===== src/rtl/fifo_pkg.sv =====
// Shared definitions for the read-side FIFO consumer.
// Holds the FIFO geometry constants, which the FIFO instance also uses, the
// packer state encoding, and a helper that sizes nibble counters.
package fifo_pkg;

  localparam int FIFO_DATA_WIDTH    = 4;
  localparam int FIFO_ADDRESS_WIDTH = 5;

  typedef enum logic {
    GATHER = 1'b0,
    HOLD   = 1'b1
  } pack_state_t;

  // Width of a counter that must hold every value 0..pack inclusive.
  function automatic int cnt_width(input int pack);
    return $clog2(pack + 1);
  endfunction

endpackage


===== src/rtl/fifo_nibble_packer_if.sv =====
// Bundle of FIFO read-port and packed-word output signals for fifo_nibble_packer.
//   fifo_empty, fifo_read_data   : FIFO head (read domain)
//   fifo_read_increment          : pop strobe back to the FIFO
//   flush                        : force out a partial word
//   out_data/out_count/out_valid : packed word, valid/ready handshake with out_ready
// Modports:
//   master : the packer (drives the pop strobe and the word port)
//   slave  : the surroundings (FIFO plus word consumer)
interface fifo_nibble_packer_if
  import fifo_pkg::*;
#(
  parameter int DATA_WIDTH = FIFO_DATA_WIDTH,
  parameter int PACK       = 2
) ();

  localparam int OUT_WIDTH = DATA_WIDTH * PACK;
  localparam int CNT_WIDTH = cnt_width(PACK);

  logic                  fifo_empty;
  logic [DATA_WIDTH-1:0] fifo_read_data;
  logic                  fifo_read_increment;
  logic                  flush;
  logic [OUT_WIDTH-1:0]  out_data;
  logic                  out_valid;
  logic                  out_ready;
  logic [CNT_WIDTH-1:0]  out_count;

  modport master (
    input  fifo_empty, fifo_read_data, flush, out_ready,
    output fifo_read_increment, out_data, out_valid, out_count
  );

  modport slave (
    output fifo_empty, fifo_read_data, flush, out_ready,
    input  fifo_read_increment, out_data, out_valid, out_count
  );

endinterface


===== src/rtl/nibble_gather_reg.sv =====
// PACK-slot gather register with fill counter.
// Ports:
//   clk, rst_n   : clock, asynchronous active-low reset
//   clr_i        : clear all slots and the fill counter
//   wr_i         : write wr_data_i into slot [fill] (slot 0 when clr_i is also set)
//   wr_data_i    : entry to capture
//   data_o       : all slots concatenated, slot 0 in the least significant bits
//   fill_o       : number of slots written since the last clear
// Cleared slots read zero, so a partially filled word has zeros in its
// unused upper slots without any extra masking downstream.
module nibble_gather_reg #(
  parameter int DATA_WIDTH = 4,
  parameter int PACK       = 2,
  parameter int CNT_WIDTH  = 2
) (
  input  logic                       clk,
  input  logic                       rst_n,
  input  logic                       clr_i,
  input  logic                       wr_i,
  input  logic [DATA_WIDTH-1:0]      wr_data_i,
  output logic [DATA_WIDTH*PACK-1:0] data_o,
  output logic [CNT_WIDTH-1:0]       fill_o
);

  logic [CNT_WIDTH-1:0] fill_q;
  logic [CNT_WIDTH-1:0] fill_d;

  always_comb begin
    fill_d = fill_q;
    if (clr_i) begin
      fill_d = wr_i ? CNT_WIDTH'(1) : '0;
    end else if (wr_i) begin
      fill_d = fill_q + CNT_WIDTH'(1);
    end
  end

  always_ff @(posedge clk or negedge rst_n) begin
    if (!rst_n) begin
      fill_q <= '0;
    end else begin
      fill_q <= fill_d;
    end
  end

  assign fill_o = fill_q;

  generate
    for (genvar gi = 0; gi < PACK; gi++) begin : g_slot
      logic [DATA_WIDTH-1:0] slot_q;
      logic [DATA_WIDTH-1:0] slot_d;

      always_comb begin
        slot_d = slot_q;
        if (clr_i) begin
          // Clear-and-write lands the new entry in slot 0 only.
          slot_d = (wr_i && (gi == 0)) ? wr_data_i : '0;
        end else if (wr_i && (fill_q == CNT_WIDTH'(gi))) begin
          slot_d = wr_data_i;
        end
      end

      always_ff @(posedge clk or negedge rst_n) begin
        if (!rst_n) begin
          slot_q <= '0;
        end else begin
          slot_q <= slot_d;
        end
      end

      assign data_o[gi*DATA_WIDTH +: DATA_WIDTH] = slot_q;
    end
  endgenerate

endmodule


===== src/rtl/fifo_nibble_packer.sv =====
// Read-side consumer of the CDC FIFO: pops DATA_WIDTH-bit entries and packs
// PACK of them into one word presented on a valid/ready port. A level flush
// pushes out a partially filled word. Runs in the FIFO read-clock domain.
// Ports:
//   clk   : FIFO read clock
//   rst_n : asynchronous active-low reset
//   bus   : fifo_nibble_packer_if.master (FIFO read port, flush, word port)
// The gather register doubles as the output register: while holding, no
// pops occur except on the accept edge, so its contents stay stable.
module fifo_nibble_packer
  import fifo_pkg::*;
#(
  parameter int DATA_WIDTH = FIFO_DATA_WIDTH,
  parameter int PACK       = 2
) (
  input  logic                clk,
  input  logic                rst_n,
  fifo_nibble_packer_if.master bus
);

  localparam int OUT_WIDTH = DATA_WIDTH * PACK;
  localparam int CNT_WIDTH = cnt_width(PACK);

  pack_state_t          state_q;
  pack_state_t          state_d;
  logic                 accept;
  logic                 pop;
  logic                 word_done;
  logic                 flush_now;
  logic [CNT_WIDTH-1:0] fill;
  logic [OUT_WIDTH-1:0] word;

  assign accept = (state_q == HOLD) && bus.out_ready;
  // fifo_empty is a FIFO register output, so this path has no loop.
  // Gating with rst_n keeps the strobe low for the whole reset interval.
  assign pop    = rst_n && !bus.fifo_empty && ((state_q == GATHER) || accept);

  // A coincident pop counts toward completion in the same edge.
  assign word_done = (fill + CNT_WIDTH'(pop)) == CNT_WIDTH'(PACK);
  assign flush_now = bus.flush && ((fill != '0) || pop);

  always_ff @(posedge clk or negedge rst_n) begin
    if (!rst_n) begin
      state_q <= GATHER;
    end else begin
      state_q <= state_d;
    end
  end

  always_comb begin
    state_d = state_q;
    case (state_q)
      GATHER: begin
        if (word_done || flush_now) begin
          state_d = HOLD;
        end
      end
      HOLD: begin
        if (bus.out_ready) begin
          state_d = GATHER;
        end
      end
      default: state_d = GATHER;
    endcase
  end

  nibble_gather_reg #(
    .DATA_WIDTH (DATA_WIDTH),
    .PACK       (PACK),
    .CNT_WIDTH  (CNT_WIDTH)
  ) u_gather (
    .clk       (clk),
    .rst_n     (rst_n),
    .clr_i     (accept),
    .wr_i      (pop),
    .wr_data_i (bus.fifo_read_data),
    .data_o    (word),
    .fill_o    (fill)
  );

  assign bus.fifo_read_increment = pop;
  assign bus.out_valid           = (state_q == HOLD);
  assign bus.out_data            = word;
  assign bus.out_count           = fill;

endmodule


===== src/flat_wrapper.sv =====
// flat-port wrapper written by rule: the top's interface ports become plain ports
module fifo_nibble_packer_flat import fifo_pkg::*;
#(
  parameter int DATA_WIDTH = FIFO_DATA_WIDTH,
  parameter int PACK       = 2
)
  (clk, rst_n, bus_fifo_empty, bus_fifo_read_data, bus_flush, bus_out_ready, bus_fifo_read_increment, bus_out_data, bus_out_valid, bus_out_count);
  fifo_nibble_packer_if #(.DATA_WIDTH(DATA_WIDTH), .PACK(PACK)) bus_i ();
  input  logic clk;
  input  logic rst_n;
  input wire logic [$bits(bus_i.fifo_empty)-1:0] bus_fifo_empty;
  input wire logic [$bits(bus_i.fifo_read_data)-1:0] bus_fifo_read_data;
  input wire logic [$bits(bus_i.flush)-1:0] bus_flush;
  input wire logic [$bits(bus_i.out_ready)-1:0] bus_out_ready;
  output wire logic [$bits(bus_i.fifo_read_increment)-1:0] bus_fifo_read_increment;
  output wire logic [$bits(bus_i.out_data)-1:0] bus_out_data;
  output wire logic [$bits(bus_i.out_valid)-1:0] bus_out_valid;
  output wire logic [$bits(bus_i.out_count)-1:0] bus_out_count;
  assign bus_i.fifo_empty = bus_fifo_empty;
  assign bus_i.fifo_read_data = bus_fifo_read_data;
  assign bus_i.flush = bus_flush;
  assign bus_i.out_ready = bus_out_ready;
  assign bus_fifo_read_increment = bus_i.fifo_read_increment;
  assign bus_out_data = bus_i.out_data;
  assign bus_out_valid = bus_i.out_valid;
  assign bus_out_count = bus_i.out_count;
  fifo_nibble_packer #(.DATA_WIDTH(DATA_WIDTH), .PACK(PACK)) u_core (.clk(clk), .rst_n(rst_n), .bus(bus_i));
endmodule

===== config.mk =====
export PLATFORM = sky130hd
export DESIGN_NAME = fifo_nibble_packer_flat
export DESIGN_NICKNAME = d
export VERILOG_FILES = /design/src/rtl/fifo_pkg.sv /design/src/rtl/fifo_nibble_packer_if.sv /design/src/rtl/nibble_gather_reg.sv /design/src/rtl/fifo_nibble_packer.sv /design/src/flat_wrapper.sv
export SDC_FILE = /design/constraint.sdc
export NUM_CORES = 1
export LEC_CHECK = 0
export ABC_AREA = 1
export CAP_MARGIN = 5
export CORE_MARGIN = 4
export CORE_UTILIZATION = 23
export CTS_BUF_LIST = sky130_fd_sc_hd__clkbuf_8
export DETAILED_ROUTE_END_ITERATION = 16
export MAX_ROUTING_LAYER = met4
export PLACE_DENSITY = 0.57
export SYNTH_ARGS = -nofsm -noshare
export SYNTH_HDL_FRONTEND = slang
export SYNTH_SLANG_ARGS = --single-unit

===== constraint.sdc =====
create_clock -name clk -period 3.4 [get_ports clk]
set_input_delay 0.68 -clock clk [delete_from_list [all_inputs] [get_ports clk]]
set_output_delay 0.68 -clock clk [all_outputs]
set_load 0.02 [all_outputs]

Word level (Yosys, flattened, before mapping)
Index checks and enable logic that the tools add are counted.
{ "totals": {"ff_bits": 11, "input_bits": 9, "output_inout_bits": 12, "word_cells": 35} }
{ "classes": {"n_addsub": 2, "eq_ne": 2, "muxes": 11, "n_bitwise": 1, "n_reduce_logical": 15} }
{ "op_table": {"columns": ["operator", "n"], "rows": [
  ["two-way mux 4 bit", 5],
  ["nonzero test 2 bit", 4],
  ["logical AND 1 bit", 6],
  ["two-way mux 2 bit", 2],
  ["logical OR 1 bit", 3],
  ["two-way mux 1 bit", 3],
  ["adder 2 x 1 -> 2 bit", 1],
  ["adder 2 x 1 -> 2 bit (second input constant)", 1],
  ["== test 2 x 1 -> 1 bit (second input constant)", 1],
  ["== test 2 bit (second input constant)", 1],
  ["zero test 2 bit", 1],
  ["case mux 1 bit (2 select lines)", 1],
  ["zero test 1 bit", 1],
  ["NOT 1 bit", 1]
]} }

Longest topological paths before layout
Gate-level depths: netlist (run 1).
{ "depth": {"ltp_word": 8, "ltp_mapped": 11, "depth_no_buf": 11} }

Hierarchy
From an unflattened synthesis (run 1), not the netlist that was laid out.
{ "hier_totals": {"hier_cells": 74, "hier_area_um2": 589.3} }
{ "modules_own_cells": {"columns": ["module", "instances", "cells_each", "area_each_um2", "seq_area_each_um2"], "rows": [
  ["nibble_gather_reg", 1, 52, 478.0, 250.2],
  ["fifo_nibble_packer", 1, 22, 111.4, 25.0]
]} }

Least setup slack after synthesis (run 1)
No wires, ideal clock.
{ "synth_timing": {"kind": "input-to-output", "from": "in rst_n", "to": "out bus_fifo_read_increment", "t_arrival_ns": 1.011, "required_time_ns": 2.720, "path_slack_ns": 1.709, "stages": 4, "n_path_buf": 0, "path_cell_list": "inv_1 nor2_1 nand2_2 inv_2"} }
{ "synth_between": {"elab_chain_cells": 2} }
{ "synth_lines": {"columns": ["element", "line_no", "source"], "rows": [
  ["from (decl)", "flat_wrapper.sv:10", "input logic rst_n;"],
  ["logical AND 1 bit (2 in series)", "fifo_nibble_packer.sv:36", "assign pop = rst_n && !bus.fifo_empty && ((state_q == GATHER) || accept);"],
  ["to (decl)", "flat_wrapper.sv:15", "output wire logic [$bits(bus_i.fifo_read_increment)-1:0] bus_fifo_read_increment;"]
]} }
Every way passes these cells.

Worst setup path after layout (run 1)
Same ends and word-level chain as after synthesis.

==> load_flow_metrics.sql, run 1 <==
INSERT INTO impl_metrics (metric_group, metric, value, unit) VALUES
('critical_path', 'critical_path.startpoint', 'rst_n', ''),
('final_layout', 'layout.cells.non_filler', '123', ''),
('sta', 'hold-worst-slack', '0.5062', 'ns'),
('yosys', 'synthXorXnorAreaFrac', '0.01489', ''),
('floorplan', 'die_y', '58.57', 'um'),
('worst_hold_path', 'holdPathStages', '2', ''),
('critical_path', 'r2r.worst_path.cells', '9', ''),
('place', 'gp_congestion', '0.7688', ''),
('floorplan', 'placement_rows', '18', ''),
('final_layout', 'fillerInstances', '268', ''),
('cts', 'cts.repair.resized', '0', ''),
('sta', 'fin_crit_sh', '0.8218', ''),
('critical_path', 'critical-path-slowest-cell', 'clkdlybuf4s50_1', ''),
('global_routing', 'grt_pass1_wl', '2.290', 'mm'),
('cts', 'tritoncts', 'built', ''),
('sta', 'fmax', '0.3579', 'GHz'),
('global_routing', 'gr-total-overflow', '0', ''),
('yosys', 'synthAdderAreaFrac', '0.06383', ''),
('critical_path', 'regToRegSetupSlack', '1.99', 'ns'),
('yosys', 'synth_top_area_cell', 'dfrtp_1', ''),
('final_layout', 'area_delta_synth_final', '47.45', '%'),
('sta', 'rsz0062_at_grt', 'false', ''),
('final_layout', 'antenna_cells', '0', ''),
('critical_path', 'cp_cell_sequence', 'clkdlybuf4s50_1 -> inv_1 -> nor2_1 -> nand2_2 -> inv_2 -> clkdlybuf4s50_1', ''),
('yosys', 'number_of_standard_cells_after_synthesis', '69', ''),
('drt', 'vias_per_cell', '4.187', ''),
('drt', 'drtPass1Iterations', '3', ''),
('pwr', 'cellPowerDensity', '745.0', 'mW/mm2'),
('global_routing', 'largest_net_degree_at_the_start_of_global_routing', '15', ''),
('yosys', 'synth_top_family_by_area', 'simple AND/OR/NAND/NOR gates', ''),
('sta', 'final_hold_viol_count', '0', ''),
('sta', 'finalMaxSlewViolations', '0', ''),
('final_layout', 'final_net_count', '106', ''),
('critical_path', 'cp_data_arrival_time', '2.11', 'ns'),
('critical_path', 'crit_required', '2.72', 'ns'),
('cts', 'clk_pin_slew', '0.05', 'ns'),
('pwr', 'combinationalPowerShare', '0.476', ''),
('yosys', 'yosys-top-cells-area', 'dfrtp_1 (47%), nand2_1 (11%), nand3_1 (7.7%), ha_1 (6.4%), inv_1 (5.7%)', ''),
('cts', 'postCtsSetupBuffers', '0', ''),
('final_layout', 'final_core_utilization', '0.3532', ''),
('global_routing', 'grt_antenna_before_repair', '0', ''),
('critical_path', 'worst_path_most_repeated_cell', 'clkdlybuf4s50_1', ''),
('final_layout', 'drive_above_1_share', '0.1183', ''),
('floorplan', 'num_io_pins', '21', ''),
('yosys', 'yosys_warnings', '0', ''),
('sta', 'final.min_clock_period', '2.794', 'ns'),
('pwr', 'leakage', '0.4221', 'nW'),
('cts', 'cts_hold_buffers', '0', ''),
('cts', 'worst_skew_pair.late_latency', '0.23', 'ns'),
('yosys', 'synthFlopType', 'dfrtp_1', ''),
('sta', 'setup_violations', '0', ''),
('yosys', 'synth-compound-area-share', '0.1149', ''),
('flow_run', 'drv_cap', '0', ''),
('outcome', 'status', 'completed', ''),
('drt', 'wirelength', '1.354', 'mm'),
('yosys', 'synth.cell_area', '588.1', 'um2'),
('floorplan', 'floorplan.die_area', '0.003430', 'mm2'),
('pwr', 'max-vdd-ir-drop', '0.0003701', 'V'),
('drt', 'remaining_drc_errors', '0', ''),
('pwr', 'p_int', '393.0', 'uW'),
('cts', 'cts_made_buffers', '3', ''),
('drt', 'routedWlPerCell', '11.01', 'um'),
('yosys', 'yosys_register_bits', '11', ''),
('final_layout', 'sequential_cell_area', '275.3', 'um2'),
('place', 'dpl.hpwl', '1.086', 'mm'),
('cts', 'buffers_from_clock_root_to_sink_at_most', '2', ''),
('yosys', 'netlist-cell-type-count', '15', ''),
('yosys', 'post-synth-top-count-cell', 'nand2_1', ''),
('sta', 'worst-slew-pin-transition', '0.2546', 'ns'),
('yosys', 'synth_top_cell_area_share', '0.4681', ''),
('critical_path', 'worst_setup_path_start_kind', 'primary input', '');
==> area by class of cell <==
cell class,count,area share
clock buffer,3,0.04762
clock inverter,1,0.004329
multi-input combinational,46,0.3001
tap,30,0.04329
inverter,11,0.04762
timing repair buffer,21,0.2395
sequential,11,0.3175
==> layer usage <==
layer	global-route usage	share of wire	up-vias
li1	-	-	269
met1	0.1057	0.44	230
met2	0.1451	0.49	14
met3	0.02412	0.064	2
met4	0.04967	0.0044	0
met5	-	0	-
==> worst min path at each step <==
| stage | from | end | slack (ns) |
|---|---|---|---|
| detailed placement | u_core.u_gather.g_slot[0].slot_q[0] | u_core.u_gather.g_slot[0].slot_q[0] | 0.50 |
| global route | u_core.u_gather.g_slot[0].slot_q[3] | u_core.u_gather.g_slot[0].slot_q[3] | 0.53 |
| global placement | u_core.u_gather.g_slot[0].slot_q[1] | u_core.u_gather.g_slot[0].slot_q[1] | 0.49 |
| CTS | u_core.u_gather.g_slot[0].slot_q[0] | u_core.u_gather.g_slot[0].slot_q[0] | 0.51 |
| floorplan | rst_n | u_core.bus.out_valid | 0.38 |
| finish | u_core.u_gather.g_slot[0].slot_q[0] | u_core.u_gather.g_slot[0].slot_q[0] | 0.51 |
==> state kept, by name (all words and copies together), names as in the netlist <==
signal                         cells
u_core.bus.out_valid               1
u_core.u_gather.g_slot.slot_q      8
u_core.u_gather.fill_o             2
==> power by group through the flow <==
stage,sequential (mW),combinational [mW],clock (mW)
after floorplan,0.268,0.128,0
after global placement,0.215,0.309,0
after detailed placement,0.218,0.310,0
after CTS,0.215,0.313,0.130
after global routing,0.223,0.342,0.135
final,0.214,0.307,0.125
==> cells by family (layout without fill, tap and decap cells) <==
kind of cell    Yosys count  after routing
simple gates             32             32
buf+inv                  12             36
flops                    11             11
compound gates           10             10
fa+ha+maj                 3              3
xor+xnor                  1              1
==> critical path, delay by kind of cell <==
kind,cells,cell delay (ns)
buf+inv,4,1.23
simple gates,2,0.19
==> layout by cell type, fill, tap and decap left out <==
cell type / count
clkdlybuf4s50_1: 20
nand2_1: 18
dfrtp_1: 11
inv_1: 10
nand3_1: 9
o211ai_1: 4
o21ai_1: 4
nand2_2: 3
ha_1: 3
clkbuf_8: 3
inv_2: 2
nor2_1: 1
a21oi_1: 1
nor2_4: 1
o31ai_2: 1
xor2_1: 1
buf_4: 1
==> stage by stage <==
stage	worst slack (ns)	instance area [um2]
floorplan	1.709	588.1
global placement	0.6293	822.0
detailed placement	0.6042	822.0
CTS	0.5985	867.1
global route	0.4966	867.1
finish	0.6060	867.1
Power figures use the tool's default switching activity.
==> run 2: changes to the inputs <==
- clock period: 3.4 -> 2.6 ns (I/O delays scaled with it)
==> load_flow_metrics.sql, run 2 (synthesis gave the netlist of run 1 again) <==
INSERT INTO impl_metrics (metric_group, metric, value, unit) VALUES
('critical_path', 'regToRegSetupSlack', '1.18', 'ns'),
('cts', 'postCtsSetupBuffers', '0', ''),
('floorplan', 'die_y', '58.57', 'um'),
('sta', 'final.min_clock_period', '2.466', 'ns'),
('floorplan', 'num_io_pins', '21', ''),
('drt', 'remaining_drc_errors', '0', ''),
('critical_path', 'timing.rr.end', 'u_core.bus.out_valid', ''),
('cts', 'cts.root.buffer_cell', 'clkbuf_8', ''),
('pwr', 'max-vdd-ir-drop', '0.0004361', 'V'),
('sta', 'fin_crit_sh', '0.9486', ''),
('drt', 'route.vias.total', '527', ''),
('pwr', 'switching_fraction_of_total_power', '0.3944', ''),
('pwr', 'pwr-share-seq', '0.332', ''),
('cts', 'cts_hold_buffers', '0', ''),
('drt', 'routedWlPerCell', '10.91', 'um'),
('drt', 'vias_per_cell', '4.285', ''),
('final_layout', 'mostFrequentLayoutCells', 'clkdlybuf4s50_1 (20), nand2_1 (18), dfrtp_1 (11)', ''),
('global_routing', 'grt_pass1_wl', '2.159', 'mm'),
('pwr', 'power.clock.fraction', '0.194', ''),
('place', 'dpl.hpwl', '1.074', 'mm'),
('cts', 'cts.repair.resized', '0', ''),
('floorplan', 'die-width', '58.57', 'um'),
('final_layout', 'final_core_utilization', '0.3532', ''),
('critical_path', 'worstPathMaxFanout', '6', ''),
('global_routing', 'grtUsageTotal', '0.08439', ''),
('floorplan', 'fp.coreArea', '0.002455', 'mm2'),
('pwr', 'p_int', '514.5', 'uW'),
('worst_hold_path', 'hp-class', 'reg -> reg', ''),
('place', 'port-buffer-count', '20', ''),
('sta', 'tns', '0', 'ns'),
('drt', 'detail_route.iter0.violations', '4', ''),
('pwr', 'cellPowerDensity', '979.8', 'mW/mm2'),
('sta', 'finalMaxSlewViolations', '0', ''),
('cts', 'worst_skew_pair.late_latency', '0.23', 'ns'),
('critical_path', 'worst_setup_path_start_kind', 'primary input', ''),
('final_layout', 'largest-register', 'u_core.u_gather.g_slot.slot_q', ''),
('sta', 'slew-limit-headroom', '0.8145', ''),
('critical_path', 'worst_setup_path_end_kind', 'output pin', ''),
('drt', 'final_antenna_net_count', '0', ''),
('floorplan', 'placement_rows', '18', ''),
('place', 'gp_congestion', '0.7887', ''),
('critical_path', 'crit_required', '2.08', 'ns'),
('worst_hold_path', 'hold_worst_path_end', 'u_core.u_gather.g_slot[0].slot_q[1]', ''),
('global_routing', 'grt_antenna_before_repair', '0', ''),
('worst_hold_path', 'holdPathStages', '2', ''),
('final_layout', 'drive_above_1_share', '0.1183', ''),
('flow_run', 'drv_cap', '0', ''),
('final_layout', 'final_net_count', '106', ''),
('cts', 'buffers_from_clock_root_to_sink_at_most', '2', ''),
('cts', 'cts.sinks', '11', ''),
('critical_path', 'path_class', 'in -> out', ''),
('sta', 'fmax', '0.4054', 'GHz'),
('final_layout', 'fillerInstances', '265', ''),
('floorplan', 'floorplan.die_area', '0.003430', 'mm2'),
('cts', 'clk_pin_slew', '0.05', 'ns'),
('critical_path', 'cp_data_arrival_time', '1.95', 'ns'),
('outcome', 'status', 'completed', ''),
('floorplan', 'floorplan.initialDensity', '0.2396', ''),
('cts', 'tritoncts', 'built', ''),
('cts', 'cts_made_buffers', '3', ''),
('sta', 'clock-skew-final', '0.0009374', 'ns'),
('sta', 'worst-slew-pin-transition', '0.2773', 'ns'),
('final_layout', 'largest_register_ffs', '8', ''),
('final_layout', 'area_delta_synth_final', '47.45', '%'),
('drt', 'drtPass1Iterations', '3', ''),
('final_layout', 'antenna_cells', '0', ''),
('worst_hold_path', 'start_point_of_the_worst_hold_path', 'u_core.u_gather.g_slot[0].slot_q[1]', ''),
('global_routing', 'first_global_vias', '507', ''),
('pwr', 'power.net_switching', '335.1', 'uW'),
('critical_path', 'r2r-start', 'u_core.bus.out_valid', ''),
('sta', 'final_hold_viol_count', '0', ''),
('sta', 'setup_violations', '0', ''),
('final_layout', 'layout.cells.most_common', 'clkdlybuf4s50_1', ''),
('pwr', 'leakage', '0.4221', 'nW'),
('critical_path', 'r2r.worst_path.cells', '9', ''),
('global_routing', 'largest_net_degree_at_the_start_of_global_routing', '15', ''),
('drt', 'wirelength', '1.342', 'mm'),
('cts', 'htree_levels', '1', ''),
('sta', 'rsz0062_at_grt', 'false', ''),
('global_routing', 'gr-total-overflow', '0', ''),
('pwr', 'combinationalPowerShare', '0.475', '');
[run 2: how the worst max path moves through the flow]
stage                       start                 endpoint  slack [ns]
floorplan                   rst_n     u_core.bus.out_valid        1.14
global placement            rst_n  bus_fifo_read_increment        0.15
detailed placement          rst_n  bus_fifo_read_increment        0.14
CTS                         rst_n  bus_fifo_read_increment        0.13
global route        bus_out_ready  bus_fifo_read_increment        0.06
finish                      rst_n  bus_fifo_read_increment        0.13
[run 2: per-layer routing]
| metal | wire (um) | vias to the layer above | track usage |
|---|---|---|---|
| li1 | - | 273 | - |
| met1 | 620 | 238 | 0.1101 |
| met2 | 627 | 16 | 0.1308 |
| met3 | 93 | 0 | 0.02193 |
| met4 | 0 | 0 | 0.01987 |
| met5 | 0 | - | - |
[run 2: worst max-delay path, stage by stage]
cell and delay, ns:
clkdlybuf4s50_1 0.47, inv_1 0.04, nor2_1 0.10, nand2_2 0.09, inv_2 0.11, clkdlybuf4s50_1 0.61
[run 2: power groups by stage]
stage / Clock, mW / Sequential [mW] / Combinational, mW
after floorplan: 0 / 0.351 / 0.168
after global placement: 0 / 0.282 / 0.402
after detailed placement: 0 / 0.284 / 0.406
after CTS: 0.169 / 0.282 / 0.409
after global routing: 0.178 / 0.294 / 0.440
final: 0.165 / 0.282 / 0.403
[run 2: layout make-up]
type | instances | area [um2] | share of cell area
multi-input combinational | 46 | 260.3 | 0.3001
clock buffer | 3 | 41.29 | 0.04762
sequential | 11 | 275.3 | 0.3175
clock inverter | 1 | 3.754 | 0.004329
inverter | 11 | 41.29 | 0.04762
timing repair buffer | 21 | 207.7 | 0.2395
tap | 30 | 37.54 | 0.04329
[run 2: metrics by stage]
step	hold slack, ns	cells	area, um2	worst slack (ns)	total power, mW
finish	0.5099	123	867.1	0.1336	0.8496
global route	0.5387	123	867.1	0.06307	0.9113
CTS	0.5140	123	867.1	0.1276	0.8603
detailed placement	0.5006	119	822.0	0.1360	0.6903
global placement	0.4948	119	822.0	0.1530	0.6840
floorplan	0.2244	69	588.1	1.137	0.5184
